`config.mk`:
```
export PLATFORM = sky130hd
export DESIGN_NAME = uart_tx_buffered
export DESIGN_NICKNAME = d
export VERILOG_FILES = /design/src/rtl/uart_tx_buffered.sv
export SDC_FILE = /design/constraint.sdc
export NUM_CORES = 1
export LEC_CHECK = 0
export ABC_AREA = 1
export CAP_MARGIN = 0
export CORE_AREA = 2 2 89 57
export DETAILED_ROUTE_END_ITERATION = 8
export DIE_AREA = 0 0 91 59
export MAX_ROUTING_LAYER = met4
export SYNTH_ARGS = -nofsm -noshare
export SYNTH_HDL_FRONTEND = slang
export SYNTH_SLANG_ARGS = --single-unit
```
`constraint.sdc`:
```
create_clock -name i_clk -period 5.25 [get_ports i_clk]
set_input_delay 0.525 -clock i_clk [delete_from_list [all_inputs] [get_ports i_clk]]
set_output_delay 0.525 -clock i_clk [all_outputs]
set_load 0.02 [all_outputs]
```
`src/rtl/uart_tx_buffered.sv`:
```
// UART transmitter with a one-entry holding buffer.
// Frame: start bit, NB_DATA data bits LSB first, stop period of SB_TICK ticks.
// Bit timing is driven by an external oversampling tick (OVERSAMPLE ticks/bit).
// A byte arriving while a frame is in flight is parked in the holding buffer
// and sent back-to-back; a further byte while the buffer is full is dropped
// and flagged on the sticky overrun output.
module uart_tx_buffered #(
  parameter int NB_DATA    = 8,
  parameter int OVERSAMPLE = 16,
  parameter int SB_TICK    = 16
) (
  input  logic               i_clk,
  input  logic               i_reset,
  input  logic               i_tick,
  input  logic [NB_DATA-1:0] i_tx_data,
  input  logic               i_tx_valid,
  output logic               o_tx,
  output logic               o_tx_ready,
  output logic               o_tx_busy,
  output logic               o_tx_done,
  output logic               o_overrun
);

  localparam int TMAX = (OVERSAMPLE > SB_TICK) ? OVERSAMPLE : SB_TICK;
  localparam int TW   = (TMAX > 1) ? $clog2(TMAX) : 1;
  localparam int BW   = (NB_DATA > 1) ? $clog2(NB_DATA) : 1;

  localparam logic [TW-1:0] OS_LAST  = TW'(OVERSAMPLE - 1);
  localparam logic [TW-1:0] SB_LAST  = TW'(SB_TICK - 1);
  localparam logic [BW-1:0] BIT_LAST = BW'(NB_DATA - 1);

  typedef enum logic [1:0] {IDLE, START, DATA, STOP} state_t;

  state_t             state;
  logic [TW-1:0]      tick_cnt;
  logic [BW-1:0]      bit_cnt;
  logic [NB_DATA-1:0] shift_reg;
  logic [NB_DATA-1:0] buf_data;
  logic               buf_full;
  logic               tx_r;
  logic               done_r;
  logic               ovr_r;

  logic               stop_end;
  logic [NB_DATA-1:0] shift_nxt;

  // Last tick of the stop period: the edge where the buffer may be consumed.
  assign stop_end  = (state == STOP) && i_tick && (tick_cnt == SB_LAST);
  assign shift_nxt = shift_reg >> 1;

  // Frame sequencer, holding buffer and registered line/status outputs.
  always_ff @(posedge i_clk or negedge i_reset) begin
    if (!i_reset) begin
      state     <= IDLE;
      tick_cnt  <= '0;
      bit_cnt   <= '0;
      shift_reg <= '0;
      buf_data  <= '0;
      buf_full  <= 1'b0;
      tx_r      <= 1'b1;
      done_r    <= 1'b0;
      ovr_r     <= 1'b0;
    end else begin
      done_r <= 1'b0;

      // Holding buffer. In IDLE, and at a stop end with the buffer empty, the
      // byte goes straight to the shift register instead (handled below).
      if (i_tx_valid && state != IDLE) begin
        if (stop_end) begin
          // Buffer is being consumed this edge: refill it, stays full.
          if (buf_full) buf_data <= i_tx_data;
        end else if (!buf_full) begin
          buf_data <= i_tx_data;
          buf_full <= 1'b1;
        end else begin
          ovr_r <= 1'b1;
        end
      end else if (stop_end && buf_full) begin
        buf_full <= 1'b0;
      end

      case (state)
        IDLE: begin
          tx_r <= 1'b1;
          if (i_tx_valid) begin
            // A tick on this edge is deliberately not counted.
            shift_reg <= i_tx_data;
            tick_cnt  <= '0;
            state     <= START;
            tx_r      <= 1'b0;
          end
        end
        START: begin
          if (i_tick) begin
            if (tick_cnt == OS_LAST) begin
              tick_cnt <= '0;
              bit_cnt  <= '0;
              state    <= DATA;
              tx_r     <= shift_reg[0];
            end else begin
              tick_cnt <= tick_cnt + TW'(1);
            end
          end
        end
        DATA: begin
          if (i_tick) begin
            if (tick_cnt == OS_LAST) begin
              tick_cnt  <= '0;
              shift_reg <= shift_nxt;
              if (bit_cnt == BIT_LAST) begin
                state <= STOP;
                tx_r  <= 1'b1;
              end else begin
                bit_cnt <= bit_cnt + BW'(1);
                tx_r    <= shift_nxt[0];
              end
            end else begin
              tick_cnt <= tick_cnt + TW'(1);
            end
          end
        end
        STOP: begin
          if (i_tick) begin
            if (tick_cnt == SB_LAST) begin
              tick_cnt <= '0;
              done_r   <= 1'b1;
              if (buf_full) begin
                shift_reg <= buf_data;
                state     <= START;
                tx_r      <= 1'b0;
              end else if (i_tx_valid) begin
                shift_reg <= i_tx_data;
                state     <= START;
                tx_r      <= 1'b0;
              end else begin
                state <= IDLE;
              end
            end else begin
              tick_cnt <= tick_cnt + TW'(1);
            end
          end
        end
        default: state <= IDLE;
      endcase
    end
  end

  assign o_tx       = tx_r;
  assign o_tx_done  = done_r;
  assign o_overrun  = ovr_r;
  assign o_tx_ready = ~buf_full;
  assign o_tx_busy  = (state != IDLE);

endmodule
```
# ---- After elaboration in Yosys (flattened, before gate mapping)
# Index checks and enable logic that the tools add are counted.
dict set report word_totals {
  ff_bits 29
  inputBits 12
  out_inout_bits 5
  word_cells 98
}
dict set report op_classes {
  addsub 2
  eq_ne 19
  n_mux 48
  bitwise 2
  reduce_logical 18
}
# operator n
set ops {}
lappend ops {{$mux 8} 9}
lappend ops {{$pmux 8 s3} 1}
lappend ops {{$ne 2x2->1 const B} 10}
lappend ops {{$mux 1} 18}
lappend ops {{$mux 2} 8}
lappend ops {{$mux 3} 5}
lappend ops {{$mux 4} 3}
lappend ops {{$pmux 2 s4} 1}
lappend ops {{$pmux 4 s2} 1}
lappend ops {{$reduce_and 8->1} 1}
lappend ops {{$reduce_and 7->1} 1}
lappend ops {{$ne 2x1->1 const B} 3}
lappend ops {{$pmux 3 s2} 1}
lappend ops {{$reduce_and 3->1} 2}
lappend ops {{$reduce_and 6->1} 1}
lappend ops {{$reduce_bool 2->1} 3}
lappend ops {{$reduce_and 5->1} 1}
lappend ops {{$add 4x1->4 const B} 1}
lappend ops {{$eq 2x2->1 const B} 2}
lappend ops {{$eq 4x4->1 const B} 1}
lappend ops {{$logic_and 1x1->1} 4}
lappend ops {{$pmux 1 s4} 1}
lappend ops {{$reduce_and 2->1} 2}
lappend ops {{$add 3x1->3 const B} 1}
lappend ops {{other kinds (7)} 8}

# ---- Depth between registers and ports, before layout
dict set report depth {
  word_depth 6
  mapped_depth 10
  ltp_nobuf 9
}

# ---- Worst setup path after synthesis
# Ideal clock, no wire load.
dict set report synth_timing {
  kind {register -> register}
  start {register state[0]}
  end {register buf_data[2]}
  setup_time_ns 0.128
  arrival_time_ns 1.771
  required_time_ns 5.122
  path_slack_ns 3.351
  path_stages_with_launch 8
  path_buffers 0
  synth_period_minus_slack_ns 1.899
  path_cell_list {dfrtp_1 > ha_1 > inv_2 > nor3_1 > inv_1 > ha_1 > nand2_2 > mux2_1}
}
dict set report synth_between {
  elab_chain_len 5
  word_cells_on_any_way 9
  cone_classes {eq/ne (3); mux (1); reduce/logical (5)}
}
# element line_no
set synth_rtl {}
lappend synth_rtl {{from (decl)} 34} ;# state_t state;
lappend synth_rtl {{from (signal assigned)} 54} ;# state <= IDLE;
lappend synth_rtl {{from (signal assigned)} 89} ;# state <= START;
lappend synth_rtl {{from (signal assigned)} 98} ;# state <= DATA;
lappend synth_rtl {{$eq 2x2->1} 48} ;# assign stop_end = (state == STOP) && i_tick && (tick_cnt == SB_LAST);
lappend synth_rtl {{$logic_and 1x1->1 (2 in series)} 48}
lappend synth_rtl {{$ne 2x1->1 (no line) or $ne 2x2->1 (tied branches)} -}
lappend synth_rtl {{$reduce_and 3->1 (no line)} -}
lappend synth_rtl {{to (signal assigned)} 71} ;# if (buf_full) buf_data <= i_tx_data;
lappend synth_rtl {{to (signal assigned)} 73} ;# buf_data <= i_tx_data;
lappend synth_rtl {{to (decl)} 38} ;# logic [NB_DATA-1:0] buf_data;
# Parallel ways exist; a longest one is shown, timed or not.
# A chain may end at the register's enable or synchronous reset.

# ---- Worst setup path after layout
dict set report layout_timing {
  start {register state[0]}
  end {output port o_tx_busy}
}
dict set report layout_between {
  elab_chain_len 1
}
# element line_no
set layout_rtl {}
lappend layout_rtl {{$reduce_bool 2->1} 152} ;# assign o_tx_busy = (state != IDLE);
lappend layout_rtl {{to (decl)} 19} ;# output logic o_tx_busy,
# Every way passes these cells.

==> flow_summary.yaml <==
finish:
  drive_above_1_share: 0.1043
  nNetsFinal: 301
  fin_area_um2: 2161
  mostFrequentLayoutCells: "79 x nand2_1, 36 x nor2_1, 28 x dfrtp_1, 27 x inv_1, 16 x clkdlybuf4s50_1"
  antenna_cells: 0
  fillers: 477
  final_util: 0.4835
  final_common_cell: "nand2_1"
  syn_to_final_growth_pct: 16.37
  stdcell_count: 341
clock_network:
  tritoncts.num_buffers: 5
  cts-root-buf: "clkbuf_8"
  clock_path_buffers: 2
  cts_max_level: 2
  clock_latency_ns: 0.28
  cts_tree: "built"
  cts_sinks: 29
  postCtsSetupBuffers: 0
  cts_hold_buf: 0
  path_clk_slew_ns: 0.07
  ctsResizeCount: 0
status:
  status: "complete, no violations"
floorplanning:
  die_h_um: 59
  die_w_um: 91
  die_area_um2: 5369
  core_um2: 4469
  rows: 19
  start_util: 0.4155
  io_pins: 17
detailed_routing:
  viasPerCell: 4.651
  drc: 0
  wl_mm: 4.048
  route.vias.total: 1586
  wl_per_cell_um: 11.87
  drt_iter0_drc: 102
  antenna_left: 0
  first_pass_iters: 4
global_routing:
  grt_overflow: 0
  gr-usage-all-layers: 0.1744
  first_global_vias: 1486
  grt_pass1_wl_mm: 7.127
  antenna_found_initial: 0
  grt_max_degree: 30
power:
  cellPowerDensity_nw_per_um2: 531.7
  report.power.total_mw: 1.149
  peakVddDrop_mv: 0.2746
  p_leak_nw: 1.129
synthesis:
  syn_inst: 257
  syn_area_um2: 1857
  ys_seq_elements: 29
  syn_area_per_cell_um2: 7.225
  netlist-cell-type-count: 29
  syn_nets: 281
  yosysWarnings: 0
  ys_seq_area_frac: 0.3915
placed_design:
  port_buffers: 16
  dp.cells: 333
  placed_area_um2: 2078
  gp_congestion: 0.8432
  hpwl_mm: 2.995
timing:
  timing.final.hold_violations: 0
  final-setup-viol-count: 0
  fmax_ghz: 0.4105
  rsz0062_at_grt: "false"
  drv_slew: 0
  period_needed_ns: 2.436
  slew_headroom: 0.6361
  worst_pin_slew_ns: 0.5459
  fin_setup_tns_ns: 0
  fin_crit_sh: 0.4640
  skew_ns: 0.008822
worst_setup_path:
  start_kind: "flip-flop"
  critPathKind: "reg -> out"
  critPathRequiredTime_ns: 4.72
  end_kind: "output port"
  cp_max_fo: 8
  worst_ep_arrival_time_ns: 1.91
  r2r_slack_ns: 2.95
min_path:
  hp-class: "reg -> reg"
job:
  cap_violations: 0
-- Yosys cell counts --
| master | n | area (um^2) |
|---|---|---|
| nand2_2 | 3 | 18.77 |
| xnor2_1 | 1 | 8.760 |
| inv_2 | 6 | 22.52 |
| nand3_2 | 1 | 10.01 |
| nor2_2 | 3 | 18.77 |
| o31ai_1 | 1 | 7.510 |
| buf_2 | 2 | 10.01 |
| dfstp_2 | 1 | 26.28 |
| nor2_1 | 36 | 135.1 |
| nand2_1 | 79 | 296.5 |
| o21ai_1 | 6 | 30.03 |
| or2_2 | 2 | 12.51 |
| o211ai_1 | 1 | 7.510 |
| nand3_1 | 11 | 55.05 |
| nand3b_2 | 1 | 11.26 |
| a21o_1 | 1 | 7.510 |
| nand3_4 | 1 | 17.52 |
| nand4_1 | 6 | 37.54 |
| a21oi_2 | 1 | 8.760 |
| inv_1 | 27 | 101.4 |
| ha_1 | 12 | 150.1 |
| nor3_1 | 1 | 5.000 |
| dfrtp_1 | 28 | 700.7 |
| nor2_4 | 2 | 22.52 |
| o21ai_0 | 12 | 60.06 |
| buf_4 | 2 | 15.01 |
| xor2_1 | 1 | 8.760 |
| a21oi_1 | 8 | 40.04 |
| mux2_1 | 1 | 11.26 |
-- stage by stage --
stage / hold WS (ns) / setup slack [ns]
floorplan: 0.2294 / 3.351
global placement: 0.4627 / 2.766
detailed placement: 0.4672 / 2.664
CTS: 0.4830 / 2.817
global route: 0.4952 / 2.670
finish: 0.4786 / 2.814
-- area by class of cell --
class / instances / area (um^2) / area share
Clock buffer: 6 / 72.57 / 0.03358
Clock inverter: 2 / 10.01 / 0.004632
Inverter: 33 / 123.9 / 0.05732
Multi-Input combinational cell: 191 / 980.9 / 0.4540
Sequential cell: 29 / 726.9 / 0.3364
Tap cell: 63 / 78.83 / 0.03648
Timing Repair Buffer: 17 / 167.7 / 0.07759
-- layer usage --
| layer | global-route usage | up-vias | part of all wire |
|---|---|---|---|
| li1 | - | 852 | - |
| met5 | - | - | 0 |
| met2 | 0.2339 | 31 | 0.37 |
| met3 | 0.04707 | 2 | 0.050 |
| met1 | 0.2627 | 701 | 0.58 |
| met4 | 0.03247 | 0 | 0.0022 |
-- critical path: stages (launching register included) --
cell and delay (ns):
dfrtp_1 0.48, inv_1 0.16, ha_1 0.31, inv_1 0.09
clkdlybuf4s50_1 0.60
-- worst paths after layout --
path | start | endpoint | cells past startpoint
worst min register to register | o_tx$_DFFE_PN1P_ | o_tx$_DFFE_PN1P_ | 2
worst max-delay path | state[0]$_DFFE_PN0P_ | o_tx_busy | 4
worst max register to register | state[0]$_DFFE_PN0P_ | buf_data[2]$_DFFE_PN0P_ | 7
max in group asynchronous | i_reset | o_tx$_DFFE_PN1P_ | 2
worst min-delay path | o_tx$_DFFE_PN1P_ | o_tx$_DFFE_PN1P_ | 2
min in group asynchronous | i_reset | buf_data[0]$_DFFE_PN0P_ | 2
-- where the power goes --
group / internal (mW) / leakage (nW) / switching, mW
sequential: 0.306 / 0.344 / 0.0543
combinational: 0.217 / 0.740 / 0.389
clock: 0.0918 / 0.0450 / 0.0899
total: 0.615 / 1.13 / 0.534
-- logic make-up (layout without fill, tap and decap cells) --
| group | after synthesis | in the layout | share of synthesized area |
|---|---|---|---|
| simple gates | 146 | 146 | 0.3450 |
| flops | 29 | 29 | 0.3915 |
| xor+xnor | 2 | 2 | 0.009436 |
| compound gates | 30 | 30 | 0.08694 |
| buf+inv | 37 | 58 | 0.08019 |
| mux | 1 | 1 | 0.006064 |
| fa+ha+maj | 12 | 12 | 0.08086 |
Note: power is estimated with default switching activity, not from simulation.
==> RTL edit (same flow settings) <==
`SB_TICK`: 16 -> 8.
--- a/src/rtl/uart_tx_buffered.sv
+++ b/src/rtl/uart_tx_buffered.sv
@@ -7,7 +7,7 @@
 module uart_tx_buffered #(
   parameter int NB_DATA    = 8,
   parameter int OVERSAMPLE = 16,
-  parameter int SB_TICK    = 16
+  parameter int SB_TICK    = 8
 ) (
   input  logic               i_clk,
   input  logic               i_reset,
Behaviour: same outputs for any inputs over 10 cycles, from zero or initial values and one cycle with i_reset low; that may be too few to reach the edited logic, so the function may still have changed.
==> RTL edit against the original RTL <==
Non-clock buffer count stayed put; area after synthesis decreased by 1.4%; final cell count up 1.8%; power fell by 8.5%; cell area decreased by 1.1%; sequential cell count stayed put; wire length up 1.7%; via count increased by 1.8%; setup slack improved by 0.11 ns; fmax increased by 4.6%; core utilization shrank 0.53 points; clock skew decreased by 0.0017 ns; clock power up 13%; count of clock-buffer cells in the layout grew 1.
==> RTL edit: results (changes against the original RTL) <==
The post-cts resize count came out at 0 (unchanged). CTS placed an instance of clkbuf_8 at the clock tree root. The clock buffer count from CTS is 5 (unchanged). The global-route wire length before repair is 7150 um (+0.29%). The top fanout value on the critical path is 5 (-3). The maximum ir drop on the vdd rail came out at 0.000196 V (-29%). The final RePlAce weighted congestion was 0.831 (-1.4%). The clock latency reported for the late side of the worst-skew pair is 0.28 ns (about the same). The largest net degree at the start of global routing came out at 30 (unchanged).

The number of global-route vias before repair was 1501 (+1.0%). The number of antenna violations at the first check in global routing was 0 (unchanged). The transition time at the pin with the least slew margin is 0.555 ns (+0.00901 ns). The total detailed-routing wirelength came out at 4120 um (+1.7%). The worst hold path startpoint is o_overrun. The number of setup buffers added after CTS is 0 (unchanged). The setup skew after layout is 0.00717 ns (-0.00165 ns). The average cell area after synthesis came out at 6.96 um2 (-3.7%). The critical path starts at state[0]. In the synthesized netlist, the cells that appear most often are nand2_1 (118), inv_1 (35), dfrtp_1 (28), nor2_1 (17), o21ai_0 (13).

The maximum buffer depth of the clock tree came to 2 (unchanged). The via-per-instance ratio was 4.65 (about the same). The sequential area share after synthesis came to 0.397 (+0.00562). The number of warning messages in the yosys log is 0 (unchanged). The share of flip-flops with an asynchronous set or reset after synthesis is 1.00 (unchanged). The number of different library cells in the post-synthesis netlist came out at 25 (-14%).

The antenna diode count came to 0 (unchanged). Clock-pin slew was measured on the worst setup and hold paths at 0.06 ns. The post-placement cell count came to 339 (+1.8%). The routed length on met2 is 1510 um (+1.8%). The final-report setup violation count came out at 0 (unchanged). The number of nets in the synthesized netlist came out at 285 (+1.4%).

The H-tree level count was 2 (unchanged). The number of vias after detailed routing came out at 1614 (+1.8%). The length of routed wiring on met1 came out at 2360 um (+0.34%).

The fraction of layout cells with a size suffix above 1 is 0.0704 (-0.0339). The sum of net half-perimeters after detailed placement came out at 3060 um (+2.3%). The total routing usage reported by global routing is 0.178 (+0.00405).

The first-iteration detailed-routing DRC count is 100 (-2.0%). The flow ran to the end, and the final reports show no timing, DRC or antenna violations. The arrival time reported for the critical path endpoint is 1.80 ns (-0.11 ns).

In this run the critical register-to-register path is launched from state[1]. The standard cell area after detailed placement is 0.00204 mm2 (-2.0%). The min-delay analysis places its worst path in the category register to register. The pre-CTS setup slack was 3.02 ns (+0.360 ns). Ranked by total cell area, the synthesized netlist is headed by dfrtp_1 (38%), nand2_1 (24%), inv_1 (7.2%).

The number of iterations in the first detailed-routing pass is 4 (unchanged). The final layout net count came out at 305 (+1.3%). After detailed routing, no signal wire sits above met4. For this run, the leading register cell type out of synthesis is dfrtp_1. The number of buffers inserted by port buffering is 16 (unchanged). The leakage dissipation came to 1.18 nW (+4.2%). The sum of met3 wire segment lengths after detailed routing is 203 um (+1.0%).
[RTL edit: metal layers]
metal  vias to the layer above  GRT usage
met2                        27      0.234
met5                         -          -
li1                        847          -
met4                         0     0.0519
met1                       735      0.270
met3                         5     0.0420
[RTL edit: path summary, 6_finish.rpt]
check,endpoint,slack (ns),cells past startpoint
max,o_tx_busy,2.92,4
min,o_overrun,0.46,1
max reg2reg,buf_data[6],3.23,8
min reg2reg,o_overrun,0.46,1
max in group asynchronous,o_tx,4.30,2
min in group asynchronous,buf_data[5],0.63,2
[RTL edit: power by group]
group          switching [mW]  internal (mW)
Clock                  0.0868          0.118
Sequential             0.0435          0.276
Combinational           0.348          0.178
[RTL edit: area by class of cell]
type,instances,area [um2]
well taps,63,78.8
clock inverters,1,5.00
clock buffers,7,96.3
inverters,38,143
fillers,483,2330
repair buffers,17,168
flip-flops and latches,29,727
multi-input cells,192,920
[RTL edit: through the flow]
stage	hold slack, ns	total power, mW
after detailed placement	0.447	0.844
after global routing	0.493	1.15
after CTS	0.464	1.05
after floorplan	0.229	0.710
final	0.460	1.05
after global placement	0.449	0.847
[RTL edit: critical path, cell delays in order, from the launching register on]
cell             delay [ns]
dfrtp_1                0.42
inv_1                  0.13
ha_1                   0.31
inv_1                  0.08
clkdlybuf4s50_1        0.59
[RTL edit: kinds of logic (layout without fill, tap and decap cells)]
group,after synthesis,in the layout,synth area share
flip-flops,29,29,0.397
buffers and inverters,42,63,0.100
AO/OA/AOI/OAI,29,29,0.0923
XOR/XNOR,1,1,0.00479
adder cells (fa/ha/maj),10,10,0.0684
AND/OR/NAND/NOR,152,152,0.337
